`src/rtl/mat_pkg.sv`:
```
// Shared constants, state encoding and lane map for the 4x4 matrix-multiply datapath.
// Imported by the product generator, the summing stage and their benches.
package mat_pkg;

    localparam int N         = 4;
    localparam int DW        = 8;
    localparam int PW        = 18;
    localparam int NUM_LANES = 64;
    localparam int NUM_ELEMS = 32;
    localparam int NUM_GRPS  = 16;

    typedef enum logic [1:0] {
        IDLE,
        LOAD,
        MULT,
        HOLD
    } state_t;

    // Lane carrying A[i][m]*B[m][j]; the four m-lanes of (i,j) sum to C[i][j].
    function automatic logic [5:0] lane(
        input logic [1:0] i,
        input logic [1:0] j,
        input logic [1:0] m
    );
        return {i, j, m};
    endfunction

endpackage

```
`src/rtl/mul_lane4.sv`:
```
// Four parallel unsigned DWxDW multipliers, zero-extended to PW-bit lanes.
// Purely combinational; one group of partial products per use.
module mul_lane4
    import mat_pkg::*;
(
    input  logic [N-1:0][DW-1:0] a,
    input  logic [N-1:0][DW-1:0] b,
    output logic [N-1:0][PW-1:0] p
);

    always_comb begin
        p = '0;
        for (int m = 0; m < N; m++) begin
            p[2'(m)] = {{(PW-2*DW){1'b0}},
                        (2*DW)'(a[2'(m)]) * (2*DW)'(b[2'(m)])};
        end
    end

endmodule

```
`src/rtl/mat_product_gen.sv`:
```
// Producer stage: loads A and B as a 32-byte stream, then emits all 64
// partial products A[i][m]*B[m][j] on a flat bus under a valid/ready handshake.
module mat_product_gen
    import mat_pkg::*;
(
    input  logic                    clk,
    input  logic                    reset_n,
    input  logic [DW-1:0]           in_data,
    input  logic                    in_valid,
    output logic                    in_ready,
    output logic [NUM_LANES*PW-1:0] prod_out,
    output logic                    prod_valid,
    input  logic                    prod_ready,
    output logic                    busy
);

    state_t                         state;
    logic [4:0]                     cnt;
    logic [4:0]                     grp;
    logic [NUM_ELEMS-1:0][DW-1:0]   elems;
    logic [NUM_LANES-1:0][PW-1:0]   lanes;
    logic [N-1:0][DW-1:0]           op_a;
    logic [N-1:0][DW-1:0]           op_b;
    logic [N-1:0][PW-1:0]           prods;
    logic                           xfer;

    assign xfer     = in_valid && in_ready;
    assign busy     = (state != IDLE);
    assign prod_out = lanes;

    // Group grp = 4i+j: row i of A against column j of B.
    always_comb begin
        op_a = '0;
        op_b = '0;
        for (int m = 0; m < N; m++) begin
            op_a[2'(m)] = elems[{1'b0, grp[3:2], 2'(m)}];
            op_b[2'(m)] = elems[{1'b1, 2'(m), grp[1:0]}];
        end
    end

    mul_lane4 u_mul (
        .a (op_a),
        .b (op_b),
        .p (prods)
    );

    always_ff @(posedge clk) begin
        if (!reset_n) begin
            state      <= IDLE;
            cnt        <= '0;
            grp        <= '0;
            in_ready   <= 1'b0;
            prod_valid <= 1'b0;
            elems      <= '0;
            lanes      <= '0;
        end else begin
            unique case (state)
                IDLE: begin
                    in_ready <= 1'b1;
                    if (xfer) begin
                        elems[0] <= in_data;
                        cnt      <= 5'd1;
                        state    <= LOAD;
                    end
                end
                LOAD: begin
                    if (xfer) begin
                        elems[cnt] <= in_data;
                        cnt        <= cnt + 5'd1;
                        if (cnt == 5'(NUM_ELEMS - 1)) begin
                            state    <= MULT;
                            grp      <= '0;
                            in_ready <= 1'b0;
                        end
                    end
                end
                MULT: begin
                    // grp == 16 is the closing cycle after the last lane write.
                    if (grp == 5'(NUM_GRPS)) begin
                        state      <= HOLD;
                        prod_valid <= 1'b1;
                    end else begin
                        for (int m = 0; m < N; m++) begin
                            lanes[lane(grp[3:2], grp[1:0], 2'(m))] <= prods[2'(m)];
                        end
                        grp <= grp + 5'd1;
                    end
                end
                HOLD: begin
                    if (prod_ready) begin
                        prod_valid <= 1'b0;
                        in_ready   <= 1'b1;
                        cnt        <= '0;
                        grp        <= '0;
                        state      <= IDLE;
                    end
                end
                default: state <= IDLE;
            endcase
        end
    end

endmodule

```
`config.mk`:
```
export PLATFORM = sky130hd
export DESIGN_NAME = mat_product_gen
export DESIGN_NICKNAME = d
export VERILOG_FILES = /design/src/rtl/mat_pkg.sv /design/src/rtl/mul_lane4.sv /design/src/rtl/mat_product_gen.sv
export SDC_FILE = /design/constraint.sdc
export NUM_CORES = 1
export LEC_CHECK = 0
export ABC_CLOCK_PERIOD_IN_PS = 7100
export CORE_AREA = 2 2 454 456
export CTS_BUF_LIST = sky130_fd_sc_hd__clkbuf_4 sky130_fd_sc_hd__clkbuf_8
export CTS_CLUSTER_SIZE = 14
export DETAILED_ROUTE_END_ITERATION = 10
export DIE_AREA = 0 0 456 458
export SYNTH_ARGS = -nofsm -noshare
export SYNTH_HDL_FRONTEND = slang
export SYNTH_SLANG_ARGS = --single-unit
```
`constraint.sdc`:
```
create_clock -name clk -period 7.1 [get_ports clk]
set_input_delay 0.71 -clock clk [delete_from_list [all_inputs] [get_ports clk]]
set_output_delay 0.71 -clock clk [all_outputs]
set_load 0.02 [all_outputs]
```
==> results of run 1 <==
## per-layer routing
metal | up-vias | track usage, % | wire length [um]
li1 | 12700 | - | -
met1 | 13700 | 16.6 | 60000
met2 | 1329 | 22.5 | 71200
met3 | 267 | 3.19 | 11300
met4 | 8 | 5.83 | 6300
met5 | - | 0 | 39
## flip-flops by register name (all words and copies together), names as in the netlist
name        count
prod_out      512
elems         128
cnt             5
grp             5
state           2
in_ready        1
prod_valid      1
## power groups by stage
| stage | Clock (mW) | Combinational, mW | Sequential [mW] |
|---|---|---|---|
| finish | 4.20 | 0.741 | 3.72 |
| global route | 4.47 | 0.787 | 3.72 |
| CTS | 4.33 | 0.730 | 3.72 |
| detailed placement | 0 | 0.729 | 3.80 |
| global placement | 0 | 0.720 | 3.80 |
| floorplan | 0 | 0.821 | 3.81 |
## final cells by class
class	instances	area (um2)	share of cell area, %
Inverter	110	420	0.987
Antenna cell	5	12.5	0.0294
Sequential cell	654	13100	30.8
Clock buffer	182	2250	5.30
Timing Repair Buffer	599	5880	13.8
Multi-Input combinational cell	2885	17000	39.9
Tap cell	2688	3360	7.90
Clock inverter	37	558	1.31
## path summary, 6_finish.rpt
check	from	to	slack [ns]	depth (start not counted)
max	grp[2]$_SDFFE_PN0P_	prod_out[463]$_SDFFE_PN0P_	0.75	16
min	reset_n	prod_out[893]$_SDFFE_PN0P_	0.24	3
max reg2reg	grp[2]$_SDFFE_PN0P_	prod_out[463]$_SDFFE_PN0P_	0.75	16
min reg2reg	prod_out[240]$_SDFFE_PN0P_	prod_out[240]$_SDFFE_PN0P_	0.45	2
## kinds of logic (layout without fill, tap and decap cells)
kind of cell | after synthesis | after routing | share of synthesized area, %
AOI/OAI and AO/OA | 724 | 724 | 12.9
xor gates and xnor gates | 8 | 8 | 0.208
adders and majority gates | 157 | 157 | 7.44
buffers and inverters | 1028 | 928 | 18.8
DFF | 654 | 654 | 38.9
muxes | 160 | 160 | 5.95
other | 1 | 645 | 0.0111
and+or+nand+nor | 1196 | 1196 | 15.7
## cell usage in the layout (no fill, tap or decap), types with 20 or more instances in the layout
master	n
a21oi_1	338
clkbuf_8	143
conb_1	640
dfxtp_1	654
and2_1	99
clkbuf_4	40
nor2_1	204
a31oi_1	49
nand2_1	573
fa_1	70
nand3_1	187
inv_1	109
or3_1	20
clkdlybuf4s50_1	525
mux4_2	32
o21ai_0	166
a211oi_1	36
ha_1	81
buf_4	68
mux2i_1	128
and3_1	24
## worst register-to-register path, stage by stage (launching register included)
cell	delay (ns)
dfxtp_1	0.95
buf_4	0.31
mux4_2	0.60
and2_1	0.21
fa_1	0.49
fa_1	0.44
fa_1	0.54
inv_1	0.05
fa_1	0.41
inv_1	0.07
ha_1	0.37
a211oi_1	0.34
o21bai_1	0.14
or2_2	0.28
o211ai_1	0.30
buf_4	0.46
o21ai_0	0.18
## Yosys cell counts (all sizes together), types with 24 or more instances
master	n	area [um2]
and2	102	641
mux2i	128	1280
fa	72	1440
mux4	32	721
nand2	575	2170
clkbuf	215	815
a211oi	37	283
a31oi	49	307
ha	85	1060
and3	24	150
buf	703	5110
or3	25	156
nor2	228	886
dfxtp	654	13100
a21oi	339	1700
nand3	199	996
o21ai	182	911
inv	110	413
==> flow_metrics.py, run 1 <==
metrics = {
    "worst_setup_path": {
        "crit_buf_inv": 4,
        "criticalPathCategory": "register to register",
        "crit_top_cell": "fa_1",
        "path_cells": "buf_4 -> mux4_2 -> and2_1 -> fa_1 -> fa_1 -> fa_1 -> inv_1 -> fa_1 -> inv_1 -> ha_1 -> a211oi_1 -> o21bai_1 -> or2_2 -> o211ai_1 -> buf_4 -> o21ai_0",
        "critPathTopFamily": "adder cells",
        "crit_slowest_cell": "dfxtp_1",
        "startpoint_type": "register",
        "worstPathMaxFanout": 16,
        "crit_path_end_kind": "register",
        "arrival_ns": 7.01,
        "cp.required_ns": 7.76,
        "slowest_delay_ns": 0.95,
    },
    "route": {
        "drc": 0,
        "wl_per_cell_um": 20.8,
        "vias": 28100,
        "drt-pass1-iter-count": 6,
        "drt_iter0_markers": 2445,
        "routed_wl_um": 149000,
        "routed_via_density": 3.92,
        "final_antenna_net_count": 0,
    },
    "clock_tree": {
        "hold_buffers": 0,
        "clock_latency_ns": 0.93,
        "cts_htree_levels": 3,
        "cts_made_buffers": 119,
        "cts_resized": 0,
        "cts_tree": "done",
        "cts_buffer_depth": 3,
        "cts_root_buf": "clkbuf_8",
        "cts_setup_buffers": 0,
        "clock_sinks": 654,
        "path_clk_slew_ns": 0.06,
    },
    "timing": {
        "fin_crit_ns": 6.35,
        "hold_slack_ns": 0.243,
        "final_hold_viol_count": 0,
        "drv_slew": 0,
        "setup_viol": 0,
        "worstMarginPinSlew_ns": 1.19,
        "period_share_pct": 89.5,
        "worst_slack_ns": 0.747,
        "max_slew_margin_pct": 20.6,
        "max_freq_mhz": 157,
        "grt_setup_unrepaired": "false",
        "final.setup_skew_ns": 0.137,
        "fin_setup_tns_ns": 0,
    },
    "global_route": {
        "grt_max_degree": 220,
        "track_usage_pct": 13.5,
        "antenna_found_initial": 31,
        "overflow": 0,
        "grt_pass1_vias": 25600,
        "grt_pass1_wl_um": 200000,
    },
    "cells_and_area": {
        "area_delta_synth_final_pct": 26.5,
        "num-fill-cells": 22500,
        "final_util_pct": 20.9,
        "design_area_mm2": 0.0426,
        "drive_above_1_share_pct": 9.49,
        "nets": 4538,
        "final_cells": 7160,
    },
    "place": {
        "dp_slack_ns": 0.709,
        "gp_congestion": 0.830,
        "hpwl_um": 106000,
        "port_buffers": 526,
        "dpl.cell_count": 6936,
        "place_area_mm2": 0.0397,
    },
    "pwr": {
        "clkPwrFrac_pct": 48.5,
        "p_sw_share_pct": 28.3,
        "peakVddDrop_mv": 0.163,
        "p_leak_nw": 15.9,
        "p_int_mw": 6.21,
        "power_mw": 8.66,
        "p_switching_mw": 2.45,
        "power_density_mw_per_mm2": 203,
        "p_comb_share_pct": 8.6,
        "pwr-share-seq_pct": 42.9,
    },
    "yosys": {
        "async_flop_share_pct": 0,
        "synth_edf_count": 0,
        "synth_area_mm2": 0.0336,
        "ys_ff_latch": 654,
        "syn_inst": 3928,
        "yosysUniqueCellTypes": 77,
        "synthFlopType": "dfxtp_1",
        "syn_avg_cell_area_um2": 8.57,
        "yosysWarnings": 0,
        "ys_seq_area_share_pct": 38.9,
    },
    "min_path": {
        "holdCritPathClass": "input port to register",
    },
    "run_status": {
        "status": "finished clean",
    },
    "floorplan": {
        "dieArea_mm2": 0.209,
        "die_w_um": 456,
        "fp.dieH_um": 458,
        "row_count": 166,
        "core-area_mm2": 0.204,
        "initial_utilization_pct": 16.5,
        "io_pins": 1167,
    },
    "flow_run": {
        "cap_violations": 0,
    },
}
No activity file was read; power rests on OpenSTA's default activity.
==> run 2, diff against run 1 <==
--- a/config.mk
+++ b/config.mk
@@ -5,12 +5,13 @@
 export SDC_FILE = /design/constraint.sdc
 export NUM_CORES = 1
 export LEC_CHECK = 0
-export ABC_CLOCK_PERIOD_IN_PS = 7100
+export ABC_CLOCK_PERIOD_IN_PS = 5790
 export CORE_AREA = 2 2 454 456
 export CTS_BUF_LIST = sky130_fd_sc_hd__clkbuf_4 sky130_fd_sc_hd__clkbuf_8
 export CTS_CLUSTER_SIZE = 14
 export DETAILED_ROUTE_END_ITERATION = 10
 export DIE_AREA = 0 0 456 458
+export GPL_ROUTABILITY_DRIVEN = 0
 export SYNTH_ARGS = -nofsm -noshare
 export SYNTH_HDL_FRONTEND = slang
 export SYNTH_SLANG_ARGS = --single-unit
==> constraint.sdc (replaced) <==
create_clock -name clk -period 5.79 [get_ports clk]
set_input_delay 0.579 -clock clk [delete_from_list [all_inputs] [get_ports clk]]
set_output_delay 0.579 -clock clk [all_outputs]
set_load 0.02 [all_outputs]
==> flow_metrics.py, run 2 (synthesis results as in run 1) <==
metrics = {
    "run_status": {
        "status": "finished clean",
    },
    "timing": {
        "fin_crit_ns": 5.60,
        "final_hold_viol_count": 0,
        "drv_slew": 0,
        "grt_setup_unrepaired": "false",
        "final.setup_skew_ns": 0.0997,
        "worstMarginPinSlew_ns": 1.12,
        "fin_setup_tns_ns": 0,
        "period_share_pct": 96.7,
        "max_freq_mhz": 179,
        "setup_viol": 0,
        "hold_slack_ns": 0.422,
        "worst_slack_ns": 0.192,
        "max_slew_margin_pct": 25.1,
    },
    "place": {
        "dpl.cell_count": 6984,
        "place_area_mm2": 0.0403,
        "port_buffers": 526,
        "hpwl_um": 107000,
        "dp_slack_ns": -0.0743,
    },
    "global_route": {
        "grt_pass1_vias": 25800,
        "grt_max_degree": 169,
        "gr-usage-met2_pct": 22.9,
        "overflow": 0,
        "track_usage_pct": 13.5,
        "antenna_found_initial": 26,
        "grtUsageMet1_pct": 16.6,
        "met3_usage_pct": 2.83,
        "grt_pass1_wl_um": 201000,
        "busiest_layer": "met2",
    },
    "route": {
        "wl_per_cell_um": 20.8,
        "final_antenna_net_count": 0,
        "drt-pass1-iter-count": 6,
        "routed_wl_um": 150000,
        "routed_via_density": 3.93,
        "drc": 0,
        "drt_iter0_markers": 2441,
        "vias": 28400,
    },
    "floorplan": {
        "dieArea_mm2": 0.209,
        "fp.dieH_um": 458,
        "core-area_mm2": 0.204,
        "die_w_um": 456,
        "io_pins": 1167,
        "initial_utilization_pct": 16.5,
        "row_count": 166,
    },
    "clock_tree": {
        "clock_sinks": 654,
        "cts_buffer_depth": 3,
        "cts_made_buffers": 119,
        "clock_latency_ns": 0.92,
        "cts_htree_levels": 3,
        "cts_root_buf": "clkbuf_8",
        "path_clk_slew_ns": 0.06,
        "cts_tree": "done",
    },
    "worst_setup_path": {
        "rrSetupSlack_ns": 0.19,
        "crit_path_end_kind": "register",
        "reg2regPathDepth": 17,
        "slowest_delay_ns": 0.55,
        "cp.required_ns": 6.46,
        "startpoint_type": "register",
        "path_cells": "buf_6 -> mux4_2 -> buf_4 -> and2_1 -> fa_1 -> inv_1 -> fa_1 -> fa_1 -> fa_1 -> inv_1 -> ha_1 -> and2_1 -> a221o_1 -> or3_2 -> buf_4 -> nand3_1 -> a21oi_1",
        "worstReg2RegEnd": "prod_out[1106]$_SDFFE_PN0P_",
        "crit_top_cell": "fa_1",
        "worstPathMaxFanout": 7,
        "arrival_ns": 6.27,
        "criticalPathCategory": "register to register",
        "rr_startpoint": "grp[2]$_SDFFE_PN0P_",
        "crit_slowest_cell": "mux4_2",
    },
    "cells_and_area": {
        "area_delta_synth_final_pct": 28.5,
        "layout_common_cells": "dfxtp_1, conb_1, nand2_1",
        "final_util_pct": 21.2,
        "mostFrequentLayoutCell": "dfxtp_1",
        "nets": 4597,
        "final_cells": 7221,
        "design_area_mm2": 0.0432,
        "drive_above_1_share_pct": 10.8,
        "num-fill-cells": 22400,
        "largest_register_ffs": 512,
    },
    "pwr": {
        "p_sw_share_pct": 28.2,
        "power_mw": 10.5,
        "pwr-share-seq_pct": 43.5,
        "p_comb_share_pct": 8.7,
        "power_density_mw_per_mm2": 242,
        "p_switching_mw": 2.96,
        "clkPwrFrac_pct": 47.8,
        "p_int_mw": 7.52,
        "p_leak_nw": 16.3,
        "peakVddDrop_mv": 0.175,
    },
    "min_path": {
        "hold_path.startpoint": "in_valid",
        "whs_endpoint": "in_ready$_SDFFE_PN0P_",
        "holdCritPathClass": "input port to register",
        "whs_path_depth": 4,
    },
    "flow_run": {
        "cap_violations": 0,
    },
}
run 2: power by group through the flow:
stage | Combinational (mW) | Sequential, mW | Clock [mW]
global route | 0.961 | 4.56 | 5.33
floorplan | 1.01 | 4.67 | 0
detailed placement | 0.895 | 4.66 | 0
finish | 0.911 | 4.56 | 5.01
global placement | 0.888 | 4.66 | 0
CTS | 0.898 | 4.56 | 5.15
run 2: repair_timing:
item | 4_1_cts | 5_1_grt
buffers inserted | 0 | 9
cloned | 0 | 1
endpoints found under the setup margin | 44 | 135
resized for setup | 2 | 22
hold buffers | 1 | 0
endpoints found under the hold margin | 1 | 0
pin swaps | 0 | 4
run 2: critical path, delay by kind of cell, from the launching register on:
family | cells | cell delay [ns]
muxes | 1 | 0.55
DFF | 1 | 0.39
AOI/OAI and AO/OA | 2 | 0.47
buffers and inverters | 5 | 0.68
adders and majority gates | 5 | 2.23
and+or+nand+nor | 4 | 1.01
run 2: how the worst max path moves through the flow:
stage / from / endpoint / slack, ns / cells past startpoint
4_1_cts: grp[0]$_SDFFE_PN0P_ / prod_out[1111]$_SDFFE_PN0P_ / 0.02 / 17
2_1_floorplan: grp[0]$_SDFFE_PN0P_ / prod_out[1016]$_SDFFE_PN0P_ / 0.25 / 18
3_5_place_dp: grp[3]$_SDFFE_PN0P_ / prod_out[512]$_SDFFE_PN0P_ / -0.07 / 14
5_1_grt: grp[0]$_SDFFE_PN0P_ / prod_out[588]$_SDFFE_PN0P_ / 0.003 / 17
3_3_place_gp: grp[3]$_SDFFE_PN0P_ / prod_out[152]$_SDFFE_PN0P_ / -0.08 / 14
6_report: grp[2]$_SDFFE_PN0P_ / prod_out[1106]$_SDFFE_PN0P_ / 0.19 / 17
run 2: per-layer routing:
| metal | up-vias | wire (um) |
|---|---|---|
| li1 | 12900 | - |
| met1 | 13900 | 59800 |
| met2 | 1362 | 72900 |
| met3 | 224 | 11500 |
| met4 | 6 | 5740 |
| met5 | - | 35 |
run 2: layout make-up:
type	instances	area (um2)	area share (%)
multi-input combinational	2885	17100	39.5
sequential	654	13100	30.3
timing repair buffer	658	6570	15.2
tap	2688	3360	7.78
clock buffer	178	2220	5.13
clock inverter	39	485	1.12
inverter	110	420	0.972
antenna	9	22.5	0.0521
